--- config.mk ---
export PLATFORM = sky130hd
export DESIGN_NAME = lc1602_i2c_stream_flat
export DESIGN_NICKNAME = d
export VERILOG_FILES = /design/src/rtl/lc1602_i2c_stream_if.sv /design/src/rtl/lc1602_i2c_stream.sv /design/src/flat_wrapper.sv
export SDC_FILE = /design/constraint.sdc
export NUM_CORES = 1
export LEC_CHECK = 0
export BUFFER_PORTS_ARGS = -buffer_cell sky130_fd_sc_hd__buf_2
export CORE_ASPECT_RATIO = 1.4
export CORE_UTILIZATION = 65
export DETAILED_ROUTE_END_ITERATION = 6
export PLACE_DENSITY = 0.83
export SLEW_MARGIN = 40
export SYNTH_ARGS = -nofsm -noshare
export SYNTH_HDL_FRONTEND = slang
export SYNTH_SLANG_ARGS = --single-unit
--- constraint.sdc ---
create_clock -name i_clk -period 9.58 [get_ports i_clk]
set_input_delay 0.479 -clock i_clk [delete_from_list [all_inputs] [get_ports i_clk]]
set_output_delay 0.479 -clock i_clk [all_outputs]
set_load 0.01 [all_outputs]
--- src/rtl/lc1602_i2c_stream_if.sv ---
// Push-side and i2c_master-side signals of the LC1602 stream writer.
interface lc1602_i2c_stream_if #(
    parameter int unsigned FIFO_DEPTH = 16
);
    localparam int unsigned LVL_W = $clog2(FIFO_DEPTH) + 1;

    logic             i_valid;
    logic [7:0]       i_data;
    logic             i_rs;
    logic             i_nibble_only;
    logic             i_backlight;
    logic             o_ready;
    logic             o_dropped;
    logic             o_busy;
    logic [LVL_W-1:0] o_level;
    logic             o_i2c_enable;
    logic [7:0]       o_i2c_data;
    logic             i_i2c_busy;

    modport master (
        output i_valid, i_data, i_rs, i_nibble_only, i_backlight, i_i2c_busy,
        input  o_ready, o_dropped, o_busy, o_level, o_i2c_enable, o_i2c_data
    );

    modport slave (
        input  i_valid, i_data, i_rs, i_nibble_only, i_backlight, i_i2c_busy,
        output o_ready, o_dropped, o_busy, o_level, o_i2c_enable, o_i2c_data
    );
endinterface

--- src/rtl/lc1602_i2c_stream.sv ---
// Buffered HD44780 4-bit-mode writer: queued command/data bytes are expanded into
// EN-strobed PCF8574 expander writes, issued one at a time to an external i2c_master.
module lc1602_i2c_stream #(
    parameter int unsigned CLK_HZ      = 12_000_000,
    parameter int unsigned FIFO_DEPTH  = 16,
    parameter int unsigned RS_BIT      = 0,
    parameter int unsigned RW_BIT      = 1,
    parameter int unsigned EN_BIT      = 2,
    parameter int unsigned BL_BIT      = 3,
    parameter int unsigned SETTLE_US   = 10,
    parameter int unsigned EN_PULSE_US = 10,
    parameter int unsigned CMD_US      = 50,
    parameter int unsigned LONG_US     = 2000
) (
    input logic                i_clk,
    input logic                i_rst,
    lc1602_i2c_stream_if.slave bus
);
    localparam int unsigned US    = CLK_HZ / 1_000_000;
    localparam int unsigned AW    = $clog2(FIFO_DEPTH);
    localparam int unsigned LVL_W = AW + 1;
    localparam int unsigned TW    = $clog2(LONG_US * US + 1);

    localparam logic [TW-1:0] SETTLE_CYC = TW'(SETTLE_US * US);
    localparam logic [TW-1:0] EN_CYC     = TW'(EN_PULSE_US * US);
    localparam logic [TW-1:0] CMD_CYC    = TW'(CMD_US * US);
    localparam logic [TW-1:0] LONG_CYC   = TW'(LONG_US * US);

    typedef struct packed {
        logic       nibble_only;
        logic       rs;
        logic [7:0] data;
    } entry_t;

    typedef enum logic [2:0] {
        S_IDLE = 3'd0,
        S_REQ  = 3'd1,
        S_ACK  = 3'd2,
        S_DONE = 3'd3,
        S_WAIT = 3'd4
    } state_t;

    state_t           state;
    state_t           state_d;
    entry_t           mem [FIFO_DEPTH];
    entry_t           hold;
    logic [AW-1:0]    wr_ptr;
    logic [AW-1:0]    rd_ptr;
    logic [LVL_W-1:0] level;
    logic [TW-1:0]    timer;
    logic [TW-1:0]    timer_d;
    logic [TW-1:0]    phase_delay;
    logic [2:0]       phase;
    logic [2:0]       phase_d;
    logic             enable_d;
    logic [7:0]       data_d;
    logic [7:0]       exp_byte;
    logic [3:0]       ctrl;
    logic [3:0]       nib;
    logic             full;
    logic             empty;
    logic             pop;
    logic             push;
    logic             ready;
    logic             last_phase;
    logic             is_long;
    logic             dropped;
    logic             i2c_enable;
    logic [7:0]       i2c_data;

    // A full FIFO still accepts a push on the cycle the idle FSM pops.
    assign full  = (level == LVL_W'(FIFO_DEPTH));
    assign empty = (level == '0);
    assign pop   = (state == S_IDLE) && !empty;
    assign ready = !full || pop;
    assign push  = bus.i_valid && ready;

    assign last_phase = hold.nibble_only ? (phase == 3'd2) : (phase == 3'd5);
    assign is_long    = !hold.rs && !hold.nibble_only &&
                        ((hold.data == 8'h01) || (hold.data == 8'h02) || (hold.data == 8'h03));

    // Expander byte for the current phase: high nibble for P0..P2, low nibble for P3..P5.
    always_comb begin
        ctrl                = '0;
        ctrl[2'(RS_BIT)]    = hold.rs;
        ctrl[2'(RW_BIT)]    = 1'b0;
        ctrl[2'(EN_BIT)]    = (phase == 3'd1) || (phase == 3'd4);
        ctrl[2'(BL_BIT)]    = bus.i_backlight;
        nib                 = (phase < 3'd3) ? hold.data[7:4] : hold.data[3:0];
        exp_byte            = {nib, ctrl};
    end

    always_comb begin
        phase_delay = '0;
        case (phase)
            3'd0, 3'd3: phase_delay = SETTLE_CYC;
            3'd1, 3'd4: phase_delay = EN_CYC;
            default:    phase_delay = '0;
        endcase
        if (last_phase) begin
            phase_delay = is_long ? LONG_CYC : CMD_CYC;
        end
    end

    always_ff @(posedge i_clk) begin
        if (i_rst) begin
            state <= S_IDLE;
        end else begin
            state <= state_d;
        end
    end

    always_comb begin
        state_d = state;
        case (state)
            S_IDLE: if (!empty)              state_d = S_REQ;
            S_REQ:  if (!bus.i_i2c_busy)     state_d = S_ACK;
            S_ACK:  if (bus.i_i2c_busy)      state_d = S_DONE;
            S_DONE: if (!bus.i_i2c_busy)     state_d = S_WAIT;
            S_WAIT: if (timer == '0)         state_d = last_phase ? S_IDLE : S_REQ;
            default:                         state_d = S_IDLE;
        endcase
    end

    always_comb begin
        enable_d = 1'b0;
        data_d   = i2c_data;
        timer_d  = timer;
        phase_d  = phase;
        case (state)
            S_IDLE: phase_d = '0;
            S_REQ: begin
                if (!bus.i_i2c_busy) begin
                    enable_d = 1'b1;
                    data_d   = exp_byte;
                end
            end
            S_DONE: begin
                if (!bus.i_i2c_busy) begin
                    timer_d = phase_delay;
                end
            end
            S_WAIT: begin
                if (timer != '0) begin
                    timer_d = timer - TW'(1);
                end else begin
                    phase_d = phase + 3'd1;
                end
            end
            default: ;
        endcase
    end

    always_ff @(posedge i_clk) begin
        if (i_rst) begin
            wr_ptr     <= '0;
            rd_ptr     <= '0;
            level      <= '0;
            hold       <= '0;
            phase      <= '0;
            timer      <= '0;
            i2c_enable <= 1'b0;
            i2c_data   <= '0;
            dropped    <= 1'b0;
        end else begin
            i2c_enable <= enable_d;
            i2c_data   <= data_d;
            timer      <= timer_d;
            phase      <= phase_d;
            dropped    <= bus.i_valid && !ready;
            if (push) begin
                wr_ptr <= wr_ptr + AW'(1);
            end
            if (pop) begin
                rd_ptr <= rd_ptr + AW'(1);
                hold   <= mem[rd_ptr];
            end
            if (push && !pop) begin
                level <= level + LVL_W'(1);
            end else if (!push && pop) begin
                level <= level - LVL_W'(1);
            end
        end
    end

    // Storage is not reset; occupancy and pointers define validity.
    always_ff @(posedge i_clk) begin
        if (push) begin
            mem[wr_ptr] <= '{nibble_only: bus.i_nibble_only, rs: bus.i_rs, data: bus.i_data};
        end
    end

    assign bus.o_ready      = ready;
    assign bus.o_dropped    = dropped;
    assign bus.o_busy       = !empty || (state != S_IDLE);
    assign bus.o_level      = level;
    assign bus.o_i2c_enable = i2c_enable;
    assign bus.o_i2c_data   = i2c_data;

endmodule

--- src/flat_wrapper.sv ---
// flat-port wrapper written by rule: the top's interface ports become plain ports
module lc1602_i2c_stream_flat 
#(
    parameter int unsigned CLK_HZ      = 12_000_000,
    parameter int unsigned FIFO_DEPTH  = 16,
    parameter int unsigned RS_BIT      = 0,
    parameter int unsigned RW_BIT      = 1,
    parameter int unsigned EN_BIT      = 2,
    parameter int unsigned BL_BIT      = 3,
    parameter int unsigned SETTLE_US   = 10,
    parameter int unsigned EN_PULSE_US = 10,
    parameter int unsigned CMD_US      = 50,
    parameter int unsigned LONG_US     = 2000
)
  (i_clk, i_rst, bus_i_valid, bus_i_data, bus_i_rs, bus_i_nibble_only, bus_i_backlight, bus_i_i2c_busy, bus_o_ready, bus_o_dropped, bus_o_busy, bus_o_level, bus_o_i2c_enable, bus_o_i2c_data);
  lc1602_i2c_stream_if #(.FIFO_DEPTH(FIFO_DEPTH)) bus_i ();
  input logic i_clk;
  input logic i_rst;
  input wire logic [$bits(bus_i.i_valid)-1:0] bus_i_valid;
  input wire logic [$bits(bus_i.i_data)-1:0] bus_i_data;
  input wire logic [$bits(bus_i.i_rs)-1:0] bus_i_rs;
  input wire logic [$bits(bus_i.i_nibble_only)-1:0] bus_i_nibble_only;
  input wire logic [$bits(bus_i.i_backlight)-1:0] bus_i_backlight;
  input wire logic [$bits(bus_i.i_i2c_busy)-1:0] bus_i_i2c_busy;
  output wire logic [$bits(bus_i.o_ready)-1:0] bus_o_ready;
  output wire logic [$bits(bus_i.o_dropped)-1:0] bus_o_dropped;
  output wire logic [$bits(bus_i.o_busy)-1:0] bus_o_busy;
  output wire logic [$bits(bus_i.o_level)-1:0] bus_o_level;
  output wire logic [$bits(bus_i.o_i2c_enable)-1:0] bus_o_i2c_enable;
  output wire logic [$bits(bus_i.o_i2c_data)-1:0] bus_o_i2c_data;
  assign bus_i.i_valid = bus_i_valid;
  assign bus_i.i_data = bus_i_data;
  assign bus_i.i_rs = bus_i_rs;
  assign bus_i.i_nibble_only = bus_i_nibble_only;
  assign bus_i.i_backlight = bus_i_backlight;
  assign bus_i.i_i2c_busy = bus_i_i2c_busy;
  assign bus_o_ready = bus_i.o_ready;
  assign bus_o_dropped = bus_i.o_dropped;
  assign bus_o_busy = bus_i.o_busy;
  assign bus_o_level = bus_i.o_level;
  assign bus_o_i2c_enable = bus_i.o_i2c_enable;
  assign bus_o_i2c_data = bus_i.o_i2c_data;
  lc1602_i2c_stream #(.CLK_HZ(CLK_HZ), .FIFO_DEPTH(FIFO_DEPTH), .RS_BIT(RS_BIT), .RW_BIT(RW_BIT), .EN_BIT(EN_BIT), .BL_BIT(BL_BIT), .SETTLE_US(SETTLE_US), .EN_PULSE_US(EN_PULSE_US), .CMD_US(CMD_US), .LONG_US(LONG_US)) u_core (.i_clk(i_clk), .i_rst(i_rst), .bus(bus_i));
endmodule
==> summary.md, run 1 <==
| Metric | Value |
|---|---|
| Outcome | finished, final reports clean |
| CTS max path bufs | 3 |
| Final cycle utilization of the critical path | 0.348 |
| Worst Setup Start Kind | flip-flop |
| Setup violators final | 0 |
| First-pass GRT wire length | 28300 um |
| Max FO, Critical Path | 26 |
| Required time of the critical path | 9.99 ns |
| Top_reg_cell synth | edfxtp_1 |
| Final Hold Viols | 0 |
| # Post-CTS Setup Buffers | 0 |
| CTS Buf Count | 20 |
| Layout Skew | 0.0139 ns |
| Pin count of the biggest net entering global routing | 54 |
| Placed Area | 0.00908 mm2 |
| CTS clk-pin slew, worst paths | 0.06 ns |
| Relative slew slack | 0.521 |
| Via-to-Cell Ratio | 6.27 |
| Synth area leaders | edfxtp_1, dfxtp_1, mux4_2 |
| Fmax | 0.300 GHz |
| Mapped cell area | 0.00881 mm2 |
| Clock sinks | 213 |
| Max Cap Viol | 0 |
| Post-Syn Nets | 612 |
| Flop pwr share | 0.452 |
| Worst Tran Pin Value | 0.717 ns |
| Seq/Total Area, Yosys | 0.666 |
| Critical path startpoint | u_core.bus.o_level[0]$_SDFFE_PP0P_ |
| 1st-iter DRT viols | 363 |
| Initial antenna violation count | 0 |
| WL per Instance | 22.1 um |
| Rows | 50 |
| Avg Cell Area, Syn | 15.1 um2 |
| Setup TNS | 0 ns |
| DPL Wire Length | 11000 um |
| Commonest non-fill, non-tap cells in the layout | edfxtp_1, dfxtp_1, nor2_1 |
| Internal Power | 1800 uW |
| Post-synth top area cell | edfxtp_1 |
| Top-area cell type share of the netlist area | 0.545 |
| CTS tree | built |
| # IOs | 32 |
| Sw Share | 0.272 |
| # DRC | 0 |
| Cells after Synth | 583 |
| Library cells used by synthesis | 55 |
| Nets | 636 |
| Ys async rst share | 0 |
| P_leak | 0.00327 uW |
| Register area | 0.00587 mm2 |
| Root Buffer | clkbuf_16 |
| Post-CTS Resized | 0 |
| Vias in the first global route | 5098 |
| Yosys reg bits | 213 |
| Area of the multi-input gates | 0.00274 mm2 |
| Clock Latency Late Sink | 0.49 ns |
| Die W | 100 um |
| Core area | 0.0133 mm2 |
| Max-slew violation count | 0 |
| Post-route minimum period | 3.34 ns |
| Comb power frac | 0.210 |
| Gr usage total | 0.268 |
| First drt pass iteration count | 5 |
| Worst reg2reg startpoint | u_core.bus.o_level[0]$_SDFFE_PP0P_ |
| Worst hold path type | in2reg |
| Die area | 0.0140 mm2 |
| H-tree levels | 1 |
| Ant diodes | 0 |
| Port bufs | 30 |
| Final Cell Area | 0.00979 mm2 |
| Grt ovf | 0 |
| Fill cells | 822 |
| Layout cells sized above 1 | 0.221 |
| Unrepaired setup endpoints after global routing | false |
| Layout area overhead | 11.1% |
| Yosys warnings | 0 |
| WP data arrival | 3.75 ns |
| Commonest non-fill, non-tap cell in the layout | edfxtp_1 |
| CP Class | reg2reg |
| Pwr Density | 252 mW/mm2 |
| Post-synth EDFFs | 160 |
| Gpl congestion | 0.805 |
| Initial Util | 0.661 |
| Critical Path End Type | flip-flop |
| Max VDD drop | 0.182 mV |
| Cts hold-fix bufs | 0 |
| Hold path startpoint | bus_i_backlight |
| DRT antenna net count | 0 |
| Psw | 673 uW |
| Die Height | 140 um |
| Clk pwr share | 0.338 |
| DR vias | 5038 |
| Routed WL | 17700 um |
## per-layer routing
metal	share of wire	GRT usage	wire length, um
met1	0.39	0.331	6890
met2	0.55	0.491	9790
met3	0.042	0.0342	739
met4	0.016	0.0717	291
met5	0	0	0
## final cells by class
class / count / area share
clock buffer: 25 / 0.0552
multi-input combinational: 323 / 0.280
tap: 182 / 0.0233
clock inverter: 11 / 0.0160
inverter: 13 / 0.00499
sequential: 213 / 0.600
timing repair buffer: 36 / 0.0206
## worst paths after layout
| path | endpoint | slack [ns] | depth (start not counted) |
|---|---|---|---|
| max reg2reg | u_core.bus.o_level[4]$_SDFFE_PP0P_ | 6.24 | 10 |
| min | u_core.bus.o_i2c_data[3]$_SDFFE_PP0P_ | 0.24 | 3 |
| max | u_core.bus.o_level[4]$_SDFFE_PP0P_ | 6.24 | 10 |
| min reg2reg | u_core.timer[1]$_SDFFE_PP0P_ | 0.49 | 2 |
## state kept, by name (all words and copies together) (netlist names)
| signal | flops |
|---|---|
| u_core.mem | 160 |
| u_core.timer | 15 |
| u_core.hold | 9 |
| u_core.bus.o_i2c_data | 7 |
| u_core.bus.o_level | 5 |
| u_core.rd_ptr | 4 |
| u_core.wr_ptr | 4 |
| u_core.phase | 3 |
| u_core.state | 3 |
| u_core.bus.o_dropped | 1 |
| u_core.bus.o_i2c_enable | 1 |
| u_core.ctrl | 1 |
## power by group through the flow
stage               clock [uW]  combinational, uW  sequential, uW
finish                     835                518            1120
global route               877                570            1130
CTS                        843                521            1120
detailed placement           0                512            1140
global placement             0                489            1130
floorplan                    0                413            1100
## cells in the mapped netlist, drive strengths merged, types with 7 or more instances
library cell and count:
a211oi 8, a21oi 41, a22oi 20, buf 10
clkbuf 24, dfxtp 53, edfxtp 160, ha 13
inv 13, mux2i 10, mux4 40, nand2 17
nor2 60, nor3 18, nor4 7, o21ai 9
xnor2 10
## stage by stage
stage	setup WS [ns]	utilization	power (uW)	std cells	hold WS, ns
finish	6.24	0.734	2470	803	0.236
global route	5.99	0.734	2570	803	0.245
CTS	5.96	0.733	2480	803	0.230
detailed placement	6.05	0.681	1650	767	0.479
global placement	6.19	0.678	1620	767	0.460
floorplan	6.51	-	1520	583	0.451
## critical path: stages, from the launching register on
cell     delay [ns]
dfxtp_1        0.36
nor4_1         0.64
a21o_2         0.55
ha_1           0.27
inv_1          0.10
fa_1           0.43
a21o_1         0.18
a21oi_1        0.17
xnor2_1        0.10
or3_1          0.31
a21oi_1        0.14
## cell families after synthesis
kind of cell / Yosys count / synth area share
AO/OA/AOI/OAI: 99 / 0.0731
XOR/XNOR: 15 / 0.0149
adder cells (fa/ha/maj): 14 / 0.0207
buffers and inverters: 47 / 0.0277
flip-flops: 213 / 0.666
multiplexers: 51 / 0.115
other: 1 / 0.000426
AND/OR/NAND/NOR: 143 / 0.0825
Power figures use the tool's default switching activity.
==> inputs of run 2 (changes only) <==
- ABC_AREA: not set -> 1
- CORE_UTILIZATION: 65 -> 62
- PLACE_DENSITY: 0.83 -> 0.8
- clock period: 9.58 -> 3.26 ns (I/O delays scaled with it)
==> summary.md, run 2 <==
| Metric | Value |
|---|---|
| Outcome | finished, final reports clean |
| CP max stage cell | fa_1 |
| Gpl congestion | 0.931 |
| Cell mode on critical path | nand2_1 |
| Fill cells | 1118 |
| WL per Instance | 16.8 um |
| Minimum hold slack | 0.0536 ns |
| Max VDD drop | 0.504 mV |
| Die W | 106 um |
| Layout cells sized above 1 | 0.0913 |
| Number of cells on the worst reg-to-reg path | 12 |
| 1st-iter DRT viols | 571 |
| Final Util | 0.693 |
| Crit-path max cell delay | 0.42 ns |
| Die area | 0.0157 mm2 |
| CTS tree | built |
| Largest register by flop count | u_core.mem |
| Die Height | 148 um |
| Top-area cell type share of the netlist area | 0.509 |
| First-pass GRT wire length | 32700 um |
| Via-to-Cell Ratio | 5.53 |
| Grt ovf | 0 |
| Critical path buffers and inverters | 1 |
| Worst reg2reg startpoint | u_core.bus.o_level[0]$_SDFFE_PP0P_ |
| RR Endpoint | u_core.bus.o_level[4]$_SDFFE_PP0P_ |
| Root Buffer | clkbuf_16 |
| Ant diodes | 0 |
| Crit-path leading delay family | simple AND/OR/NAND/NOR gates |
| Mapped cell area | 0.00944 mm2 |
| Post-synth EDFFs | 160 |
| Unrepaired setup endpoints after global routing | false |
| Relative slew slack | 0.461 |
| Fmax | 0.403 GHz |
| Clock sinks | 213 |
| Pin count of the biggest net entering global routing | 83 |
| Initial antenna violation count | 0 |
| CP Cell Sequence | nor2_1, nand3_1, nand2_1, ha_1, inv_1, fa_1, nand2_1, nand2_1, a21oi_1, xor2_1, nand2_1, a21oi_1 |
| Nets | 1056 |
| # IOs | 32 |
| Top-count cell post-synth | nand2_1 |
| Worst Setup Start Kind | flip-flop |
| Layout Skew | 0.0142 ns |
| Post-route minimum period | 2.48 ns |
| Max Cap Viol | 0 |
| Post-synth top area cell | edfxtp_1 |
| Final cycle utilization of the critical path | 0.762 |
| Commonest non-fill, non-tap cell in the layout | nand2_1 |
| Post-CTS Resized | 0 |
| Final Hold Viols | 0 |
| Core area | 0.0149 mm2 |
| Synth cell count leaders | nand2_1, nor2_1, edfxtp_1 |
| Routed WL | 20700 um |
| Cells after Synth | 1010 |
| Worst hold path type | in2reg |
| Yosys warnings | 0 |
| Library cells used by synthesis | 32 |
| CTS Buf Count | 20 |
| Gr usage total | 0.273 |
| Yosys reg bits | 213 |
| Commonest non-fill, non-tap cells in the layout | nand2_1, nor2_1, edfxtp_1 |
| Ys async rst share | 0 |
| Clock Latency Late Sink | 0.50 ns |
| Hold path startpoint | bus_i_i2c_busy |
| DR vias | 6823 |
| Setup TNS | 0 ns |
| Port bufs | 30 |
| First drt pass iteration count | 5 |
| Required time of the critical path | 3.69 ns |
| Max FO, Critical Path | 12 |
| Max FFs per register | 160 |
| Layout area overhead | 9.57% |
| Worst Tran Pin Value | 0.805 ns |
| DPL Wire Length | 13200 um |
| Pwr Density | 773 mW/mm2 |
| # DRC | 0 |
| Hold Path Cell Cnt | 3 |
| # Post-CTS Setup Buffers | 0 |
| Seq/Total Area, Yosys | 0.622 |
| CTS clk-pin slew, worst paths | 0.06 ns |
| Setup violators final | 0 |
| Initial Util | 0.632 |
| R2R setup slack | 0.78 ns |
| H-tree levels | 1 |
| DRT antenna net count | 0 |
| WP depth | 12 |
| WP data arrival | 2.91 ns |
| Post-Syn Nets | 1039 |
| CTS max path bufs | 3 |
| CP Class | reg2reg |
| Top_reg_cell synth | edfxtp_1 |
| Max-slew violation count | 0 |
| Rows | 53 |
| Worst-case hold path end point | u_core.bus.o_i2c_data[2]$_SDFFE_PP0P_ |
| Critical Path End Type | flip-flop |
| P_leak | 0.00419 uW |
| Synth area leaders | edfxtp_1, dfxtp_1, nand2_1 |
| Biggest regs | u_core.mem: 160 flops, u_core.timer: 15 flops, u_core.hold: 9 flops |
| Critical path startpoint | u_core.bus.o_level[0]$_SDFFE_PP0P_ |
| Vias in the first global route | 6706 |
| Avg Cell Area, Syn | 9.34 um2 |
==> run 2: kinds of logic after synthesis <==
| kind of cell | synth area share |
|---|---|
| compound gates | 0.0586 |
| xor+xnor | 0.00835 |
| fa+ha+maj | 0.0194 |
| buf+inv | 0.0549 |
| flops | 0.622 |
| other cells | 0.000397 |
| simple gates | 0.237 |
==> run 2: through the flow <==
step / instances / power (uW) / instance area, um2 / worst slack, ns
6_report: 1233 / 7990 / 10300 / 0.776
4_1_cts: 1233 / 8000 / 10300 / 0.808
3_3_place_gp: 1195 / 5810 / 9680 / 0.894
3_5_place_dp: 1195 / 5870 / 9680 / 0.828
5_1_grt: 1233 / 8490 / 10300 / 0.511
2_1_floorplan: 1010 / 5250 / 9440 / 1.07
==> run 2: area by class of cell <==
cell class / instances / area [um2] / area share
sequential: 213 / 5870 / 0.568
tap: 192 / 240 / 0.0232
clock buffer: 27 / 558 / 0.0540
inverter: 86 / 323 / 0.0312
timing repair buffer: 37 / 224 / 0.0217
multi-input combinational: 669 / 3080 / 0.298
clock inverter: 9 / 43.8 / 0.00424
==> run 2: how the worst max path moves through the flow <==
stage,end,slack (ns)
floorplan,u_core.bus.o_level[4]$_SDFFE_PP0P_,1.07
global placement,u_core.bus.o_level[4]$_SDFFE_PP0P_,0.89
detailed placement,u_core.bus.o_level[4]$_SDFFE_PP0P_,0.83
CTS,u_core.bus.o_level[4]$_SDFFE_PP0P_,0.81
global route,u_core.bus.o_level[4]$_SDFFE_PP0P_,0.51
finish,u_core.bus.o_level[4]$_SDFFE_PP0P_,0.78
==> run 2: power by group <==
group	switching (uW)	internal, uW	total [uW]
combinational	1750	820	2570
sequential	153	3130	3280
clock	945	1200	2150
==> run 2: routing by layer <==
metal,GRT usage,share of wire,vias up
li1,-,-,3356
met1,0.302,0.37,3150
met2,0.490,0.52,237
met3,0.0313,0.049,80
met4,0.183,0.063,0
met5,0,0,-
==> run 2: worst reg2reg max path: cells and delay by family, from the launching register on <==
family / cells / cell delay [ns]
compound gates: 2 / 0.25
xor+xnor: 1 / 0.16
fa+ha+maj: 2 / 0.69
buf+inv: 1 / 0.11
flops: 1 / 0.37
simple gates: 6 / 0.85
==> run 2: repair_timing <==
item	CTS	global route
hold buffers	2	0
endpoints found under the setup margin	0	0
hold endpoints to repair	2	0
==> inputs of run 3 (changes only) <==
- clock period: 3.26 -> 2.56 ns (I/O delays scaled with it)
==> summary.md, run 3 (synthesis gave the netlist of run 2 again) <==
| Metric | Value |
|---|---|
| First-pass GRT wire length | 32200 um |
| Max FO, Critical Path | 9 |
| Setup TNS | 0 ns |
| Port bufs | 30 |
| Post-route minimum period | 2.36 ns |
| Layout area overhead | 11.6% |
| Die Height | 148 um |
| DPL Wire Length | 13000 um |
| WL per Instance | 16.2 um |
| Grt ovf | 0 |
| Nets | 1083 |
| Clock sinks | 213 |
| RR Endpoint | u_core.bus.o_level[4]$_SDFFE_PP0P_ |
| R2R setup slack | 0.20 ns |
| # Post-CTS Setup Buffers | 0 |
| Hold path startpoint | bus_i_i2c_busy |
| Fill cells | 1097 |
| First drt pass iteration count | 5 |
| Ant diodes | 0 |
| CTS tree | built |
| CP Class | reg2reg |
| Worst hold path type | in2reg |
| Die area | 0.0157 mm2 |
| Initial Util | 0.632 |
| Required time of the critical path | 2.99 ns |
| Comb power frac | 0.316 |
| Gr usage total | 0.265 |
| Pin count of the biggest net entering global routing | 64 |
| DR vias | 6962 |
| Setup violators final | 0 |
| Minimum hold slack | 0.00841 ns |
| DRT antenna net count | 0 |
| Rows | 53 |
| Max Cap Viol | 0 |
| CTS Buf Count | 20 |
| Relative slew slack | 0.470 |
| Flop pwr share | 0.408 |
| WP data arrival | 2.79 ns |
| Final Hold Viols | 0 |
| Unrepaired setup endpoints after global routing | false |
| Clock Latency Late Sink | 0.49 ns |
| Initial antenna violation count | 0 |
| Die W | 106 um |
| # IOs | 32 |
| Max VDD drop | 0.608 mV |
| Psw | 3600 uW |
| Worst Setup Start Kind | flip-flop |
| Internal Power | 6700 uW |
| Commonest non-fill, non-tap cells in the layout | nand2_1, nor2_1, edfxtp_1 |
| Critical path startpoint | u_core.state[0]$_SDFFE_PP0P_ |
| Sw Share | 0.350 |
| Top sig layer | met4 |
| Setup crit end | u_core.bus.o_level[4]$_SDFFE_PP0P_ |
| Via-to-Cell Ratio | 5.53 |
| Pwr Density | 979 mW/mm2 |
| Layout Skew | 0.0108 ns |
| Clk pwr share | 0.276 |
| Routed length on met2 | 10800 um |
| Gpl congestion | 0.871 |
| Final cycle utilization of the critical path | 0.921 |
| Biggest regs | u_core.mem: 160 flops, u_core.timer: 15 flops, u_core.hold: 9 flops |
| Fmax | 0.424 GHz |
| Commonest non-fill, non-tap cell in the layout | nand2_1 |
| Layout cells sized above 1 | 0.107 |
| Wl on met1 | 8050 um |
| 1st-iter DRT viols | 485 |
| Core area | 0.0149 mm2 |
| Routed met3 length | 1140 um |
| Critical Path End Type | flip-flop |
| Number of cells on the worst reg-to-reg path | 14 |
| Vias in the first global route | 6700 |
| Outcome | finished, final reports clean |
| Root Buffer | clkbuf_16 |
| H-tree levels | 1 |
| Worst Tran Pin Value | 0.794 ns |
| Worst reg2reg startpoint | u_core.state[0]$_SDFFE_PP0P_ |
| Largest register by flop count | u_core.mem |
| CTS max path bufs | 3 |
| CTS clk-pin slew, worst paths | 0.07 ns |
| P_leak | 0.00434 uW |
| Routed WL | 20400 um |
| Max FFs per register | 160 |
| # DRC | 0 |
| Max-slew violation count | 0 |
-- run 3: cell type report --
| cell class | count | area [um2] | area share |
|---|---|---|---|
| clock inverter | 9 | 68.8 | 0.00654 |
| sequential | 213 | 5870 | 0.558 |
| timing repair buffer | 64 | 410 | 0.0390 |
| tap | 192 | 240 | 0.0228 |
| inverter | 86 | 323 | 0.0307 |
| clock buffer | 27 | 558 | 0.0530 |
| multi-input combinational | 669 | 3050 | 0.290 |
-- run 3: how the worst min path moves through the flow --
stage                                            end  slack (ns)  cells past startpoint
4_1_cts        u_core.bus.o_i2c_data[2]$_SDFFE_PP0P_       0.007                      3
6_report       u_core.bus.o_i2c_data[2]$_SDFFE_PP0P_       0.008                      3
3_5_place_dp   u_core.bus.o_i2c_data[3]$_SDFFE_PP0P_        0.36                      3
3_3_place_gp   u_core.bus.o_i2c_data[3]$_SDFFE_PP0P_        0.36                      3
2_1_floorplan             u_core.mem[0][0]$_DFFE_PP_        0.23                      0
5_1_grt        u_core.bus.o_i2c_data[2]$_SDFFE_PP0P_        0.03                      3
-- run 3: power groups by stage --
stage | logic (uW) | registers, uW | clock network, uW
3_5_place_dp | 3210 | 4270 | 0
6_report | 3260 | 4200 | 2840
2_1_floorplan | 2460 | 4230 | 0
4_1_cts | 3250 | 4200 | 2870
5_1_grt | 3670 | 4230 | 3020
3_3_place_gp | 3130 | 4250 | 0
-- run 3: metal layers --
metal | vias to the layer above | track usage
met1 | 3260 | 0.314
li1 | 3416 | -
met3 | 35 | 0.0370
met2 | 251 | 0.490
met4 | 0 | 0.0882
met5 | - | 0
-- run 3: what timing repair did --
item / in CTS / in global routing
endpoints found under the hold margin: 2 / 0
hold buffers: 2 / 0
resized for setup: 0 / 3
setup endpoints to repair: 0 / 1
-- run 3: metrics by stage --
| step | instances | power [uW] | util | instance area [um2] | setup slack [ns] |
|---|---|---|---|---|---|
| 2_1_floorplan | 1010 | 6690 | - | 9440 | 0.366 |
| 5_1_grt | 1260 | 10900 | 0.705 | 10500 | 0.0145 |
| 3_3_place_gp | 1222 | 7380 | 0.662 | 9870 | 0.269 |
| 3_5_place_dp | 1222 | 7480 | 0.662 | 9870 | 0.181 |
| 4_1_cts | 1260 | 10300 | 0.705 | 10500 | 0.149 |
| 6_report | 1260 | 10300 | 0.705 | 10500 | 0.201 |
-- run 3: worst max-delay path: stages (launching register included) --
cell and delay (ns):
dfxtp_1 0.32, inv_2 0.07, nand2_1 0.08, nor2_2 0.14
nor2_2 0.08, nor2_4 0.21, ha_1 0.23, inv_1 0.11
fa_1 0.42, nand2_1 0.08, nand2_1 0.05, a21oi_1 0.17
xor2_1 0.16, nand2_1 0.06, a21oi_1 0.11
